[src/rtl/oai21_pipe_array.sv]
// WIDTH-lane selectable and-or/or-and gate array feeding a DEPTH-stage
// bubble-collapsing valid/ready pipeline with a saturating delivery counter.
module oai21_pipe_array #(
    parameter int unsigned WIDTH = 8,
    parameter int unsigned DEPTH = 2,
    parameter int unsigned CNT_W = 8
) (
    input  logic             CK,
    input  logic             RST,
    input  logic             IN_VALID,
    output logic             IN_READY,
    input  logic [1:0]       MODE,
    input  logic [WIDTH-1:0] A,
    input  logic [WIDTH-1:0] B1,
    input  logic [WIDTH-1:0] B2,
    output logic             OUT_VALID,
    input  logic             OUT_READY,
    output logic [WIDTH-1:0] ZN,
    output logic [CNT_W-1:0] CNT,
    input  logic             CNT_CLR
);

    localparam logic [1:0]       MODE_OAI21 = 2'b00;
    localparam logic [1:0]       MODE_AOI21 = 2'b01;
    localparam logic [1:0]       MODE_OA21  = 2'b10;
    localparam logic [1:0]       MODE_AO21  = 2'b11;
    localparam logic [CNT_W-1:0] CNT_MAX    = '1;

    logic [WIDTH-1:0] w_func;
    logic [DEPTH:0]   w_adv;
    logic [DEPTH-1:0] w_vin;
    logic [WIDTH-1:0] w_din [DEPTH];
    logic             w_out_xfer;

    logic [DEPTH-1:0] r_v;
    logic [WIDTH-1:0] r_d [DEPTH];
    logic [CNT_W-1:0] r_cnt;

    // Per-lane gate function evaluated ahead of stage 0.
    always_comb begin
        w_func = '0;
        case (MODE)
            MODE_OAI21: w_func = ~(A & (B1 | B2));
            MODE_AOI21: w_func = ~(A | (B1 & B2));
            MODE_OA21:  w_func = A & (B1 | B2);
            MODE_AO21:  w_func = A | (B1 & B2);
            default:    w_func = '0;
        endcase
    end

    // A stage may advance if it is empty or everything downstream can move.
    always_comb begin
        w_adv        = '0;
        w_adv[DEPTH] = OUT_READY;
        for (int k = int'(DEPTH) - 1; k >= 0; k--) begin
            w_adv[k] = ~r_v[k] | w_adv[k+1];
        end
    end

    always_comb begin
        w_vin    = '0;
        w_vin[0] = IN_VALID;
        w_din[0] = w_func;
        for (int k = 1; k < int'(DEPTH); k++) begin
            w_vin[k] = r_v[k-1];
            w_din[k] = r_d[k-1];
        end
    end

    // Data registers only load behind a valid bit so idle inputs never leak in.
    always_ff @(posedge CK or posedge RST) begin
        if (RST) begin
            r_v <= '0;
            for (int k = 0; k < int'(DEPTH); k++) begin
                r_d[k] <= '0;
            end
        end else begin
            for (int k = 0; k < int'(DEPTH); k++) begin
                if (w_adv[k]) begin
                    r_v[k] <= w_vin[k];
                    if (w_vin[k]) begin
                        r_d[k] <= w_din[k];
                    end
                end
            end
        end
    end

    assign w_out_xfer = r_v[DEPTH-1] & OUT_READY;

    // Delivered-result counter; clear wins over a same-cycle increment.
    always_ff @(posedge CK or posedge RST) begin
        if (RST) begin
            r_cnt <= '0;
        end else if (CNT_CLR) begin
            r_cnt <= '0;
        end else if (w_out_xfer && (r_cnt != CNT_MAX)) begin
            r_cnt <= r_cnt + CNT_W'(1);
        end
    end

    assign IN_READY  = w_adv[0];
    assign OUT_VALID = r_v[DEPTH-1];
    assign ZN        = r_d[DEPTH-1];
    assign CNT       = r_cnt;

endmodule

[config.mk]
export PLATFORM = sky130hd
export DESIGN_NAME = oai21_pipe_array
export DESIGN_NICKNAME = d
export VERILOG_FILES = /design/src/rtl/oai21_pipe_array.sv
export SDC_FILE = /design/constraint.sdc
export NUM_CORES = 1
export LEC_CHECK = 0
export ABC_AREA = 1
export BUFFER_PORTS_ARGS = -buffer_cell sky130_fd_sc_hd__buf_4
export CORE_MARGIN = 8
export CORE_UTILIZATION = 30
export DETAILED_ROUTE_END_ITERATION = 8
export SLEW_MARGIN = 30
export SYNTH_ARGS = -nofsm -noshare
export SYNTH_HDL_FRONTEND = slang
export SYNTH_SLANG_ARGS = --single-unit
[constraint.sdc]
create_clock -name CK -period 1.9 [get_ports CK]
set_clock_uncertainty 0.15 [all_clocks]
set_input_delay 0.475 -clock CK [delete_from_list [all_inputs] [get_ports CK]]
set_output_delay 0.475 -clock CK [all_outputs]
set_load 0.03 [all_outputs]
==> results.json <==
{
  "run_status": "finished clean",
  "finish.net_count": 277,
  "totalWireLength_um": 3397,
  "initial_core_util_pct": 30.39,
  "placement.io_buffers": 48,
  "clock_tree.buffer_depth": 2,
  "timing_worst_setup_path_type": "reg2out",
  "routed-via-count": 1351,
  "h-tree-depth": 1,
  "gpl.final_weighted_congestion": 0.8232,
  "antenna_violations_before_repair": 0,
  "totalNegativeSetupSlack_ns": 0,
  "buffer_and_inverter_count_on_the_worst_path": 1,
  "die_x_um": 87.01,
  "grt.overflow.total": 0,
  "antenna_left": 0,
  "final_hold_viol_count": 0,
  "cpPeakStageDelay_ns": 0.42,
  "hp-class": "in2async",
  "fin_area_um2": 1953,
  "worstSetupStartpointType": "flop",
  "clkSlewWorstSetupHoldPaths_ns": 0.09,
  "dpl_cell_area_um2": 1898,
  "ir_worst_vdd_mv": 0.3605,
  "clk-insertion-delay-late_ns": 0.27,
  "detail_route.first_pass.iterations": 4,
  "postSynthRegisterBits": 26,
  "grt_start_max_net_pins": 27,
  "grt_first_pass_wirelength_um": 5802,
  "most_instantiated_cells_after_synthesis": "sky130_fd_sc_hd__nand2_1, sky130_fd_sc_hd__dfrtp_1, sky130_fd_sc_hd__nand3_1",
  "tritoncts": "done",
  "hpwl_um": 2763,
  "top_area_cells_in_the_synthesized_netlist": "sky130_fd_sc_hd__dfrtp_1, sky130_fd_sc_hd__nand2_1, sky130_fd_sc_hd__nand3_1, sky130_fd_sc_hd__mux2_2, sky130_fd_sc_hd__nor2_1",
  "required_ns": 1.27,
  "die_h_um": 87.01,
  "p_per_area_nw_per_um2": 836.1,
  "crit_path_top_delay_cell": "sky130_fd_sc_hd__dfrtp_1",
  "cts_num_sinks": 26,
  "synth-warning-count": 0,
  "layout_worst_path_cycle_share_pct": 87.22,
  "leakagePower_uw": 0.0009995,
  "crit_start": "r_v[1]",
  "floorplan.rows": 26,
  "boundaryPins": 49,
  "dominantRegCellSynth": "sky130_fd_sc_hd__dfrtp_1",
  "avgViaCountPerCell": 4.303,
  "filler_cell_count": 527,
  "grt_setup_unrepaired": "false",
  "mappedNetlistArea_um2": 1513,
  "cts.repair_timing.setup_buffer_count": 0,
  "ff2ff_setup_slack_ns": 0.26,
  "yosys.cell_types.count": 22,
  "cts.root.buffer_cell": "sky130_fd_sc_hd__clkbuf_8",
  "layout-area-overhead-vs-synth_pct": 29.11,
  "post_drt_wl_per_cell_um": 10.82,
  "syn-instance-count": 201,
  "synth_edf_count": 0,
  "drt_drc_violations_left": 0,
  "cts.repair.resized": 0,
  "max_slew_margin_pct": 71.40,
  "fmax_mhz": 603.5,
  "worstSetupEndpointType": "output pin",
  "antenna_cells": 0,
  "first_global_vias": 1366,
  "final_period_minus_worst_setup_slack_ns": 1.657,
  "finalMaxSlewViolations": 0,
  "iteration_0_drc_count_of_the_detailed_router": 39,
  "worst_pin_slew_ns": 0.4290,
  "seq_area_frac_synth_pct": 43.01,
  "die-area_um2": 7571,
  "maxCapViolations": 0,
  "yosys.area.top_type": "sky130_fd_sc_hd__dfrtp_1",
  "ctsHoldBuffers": 0,
  "worst_ep_arrival_time_ns": 1.03,
  "synth_largest_type_area_fraction_pct": 43.01,
  "groute.usage.overall_pct": 9.444,
  "critical-path-top-delay-family": "flip-flops",
  "setup_viols_final": 0,
  "postSynthNetCount": 233,
  "cts-buffers-inserted": 3,
  "core_area_um2": 4977,
  "crit_fanout": 4,
  "fraction_of_layout_instances_using_a_drive_strength_above_1_pct": 27.87,
  "syn_avg_cell_area_um2": 7.526,
  "worstReg2RegStart": "CNT[1]",
  "synth.most_common_cell": "sky130_fd_sc_hd__nand2_1",
  "cell_by_cell_trace_of_the_critical_path": "nand3_1 -> buf_4",
  "synthArstFlopShare_pct": 100.0
}
where the power goes:
| part | internal [uW] | switching, uW | leakage [uW] | total, uW |
|---|---|---|---|---|
| Combinational | 233 | 327 | 0.000644 | 560 |
| Clock | 185 | 169 | 0.0000288 | 354 |
| Sequential | 658 | 60.9 | 0.000327 | 719 |
stage by stage:
step           power (uW)  hold slack [ns]  instances  util [%]  setup slack (ns)
5_1_grt              1737           0.1293        314     39.24            0.1261
3_5_place_dp         1303           0.3139        310     38.13            0.2817
2_1_floorplan        1158           0.2952        201         -            0.2326
3_3_place_gp         1294           0.3121        310     38.13            0.2892
6_report             1633          0.09961        314     39.24            0.2429
4_1_cts              1660           0.1126        314     39.24            0.2194
final cells by class:
class | count | area, um^2 | area share [%]
timing repair buffer | 49 | 367.9 | 18.83
tap | 70 | 87.58 | 4.484
clock buffer | 4 | 55.05 | 2.819
sequential | 26 | 650.6 | 33.31
inverter | 15 | 61.31 | 3.139
multi-input combinational | 150 | 730.7 | 37.41
logic make-up (layout without fill, tap and decap cells):
logic type	after synthesis	after routing	share of synthesized area (%)
simple gates	126	126	35.40
compound gates	15	15	6.285
mux	7	7	5.211
flops	26	26	43.01
buf+inv	25	68	8.685
fa+ha+maj	1	1	0.8270
xor+xnor	1	1	0.5791
state kept, by name, indices dropped and copies added (netlist names):
register,flops
r_v,2
CNT,8
r_d,8
ZN,8
worst paths after layout:
kind / end / cells after the start
worst max-delay path: IN_READY / 2
worst min-delay path: CNT[4] / 3
worst max register to register: CNT[3] / 6
worst min register to register: r_d[9] / 2
max in group asynchronous: ZN[5] / 3
min in group CK: r_d[9] / 2
worst reg2reg max path: stages, from the launching register on:
cell	delay, ns
sky130_fd_sc_hd__dfrtp_1	0.43
sky130_fd_sc_hd__ha_1	0.22
sky130_fd_sc_hd__nand2_1	0.12
sky130_fd_sc_hd__nor2_2	0.05
sky130_fd_sc_hd__a21oi_1	0.38
sky130_fd_sc_hd__nand3_1	0.12
sky130_fd_sc_hd__o21ai_1	0.10
layer usage:
| layer | vias to the layer above | track usage (%) | part of all wire, % |
|---|---|---|---|
| met5 | - | 0 | 0 |
| met4 | 0 | 4.538 | 1.7 |
| met3 | 4 | 2.453 | 7.5 |
| met2 | 48 | 15.54 | 44 |
| met1 | 575 | 11.12 | 46 |
| li1 | 724 | - | - |
placed cells by master (no fill, tap or decap), types with 4 or more instances in the layout:
master	Yosys	routed
sky130_fd_sc_hd__dfrtp_1	26	26
sky130_fd_sc_hd__clkbuf_8	0	4
sky130_fd_sc_hd__buf_4	8	49
sky130_fd_sc_hd__nand2_1	75	75
sky130_fd_sc_hd__nor2_1	17	17
sky130_fd_sc_hd__o21bai_1	8	8
sky130_fd_sc_hd__nand3_1	25	25
sky130_fd_sc_hd__inv_1	13	13
sky130_fd_sc_hd__mux2_2	7	7
Power figures use the tool's default switching activity.
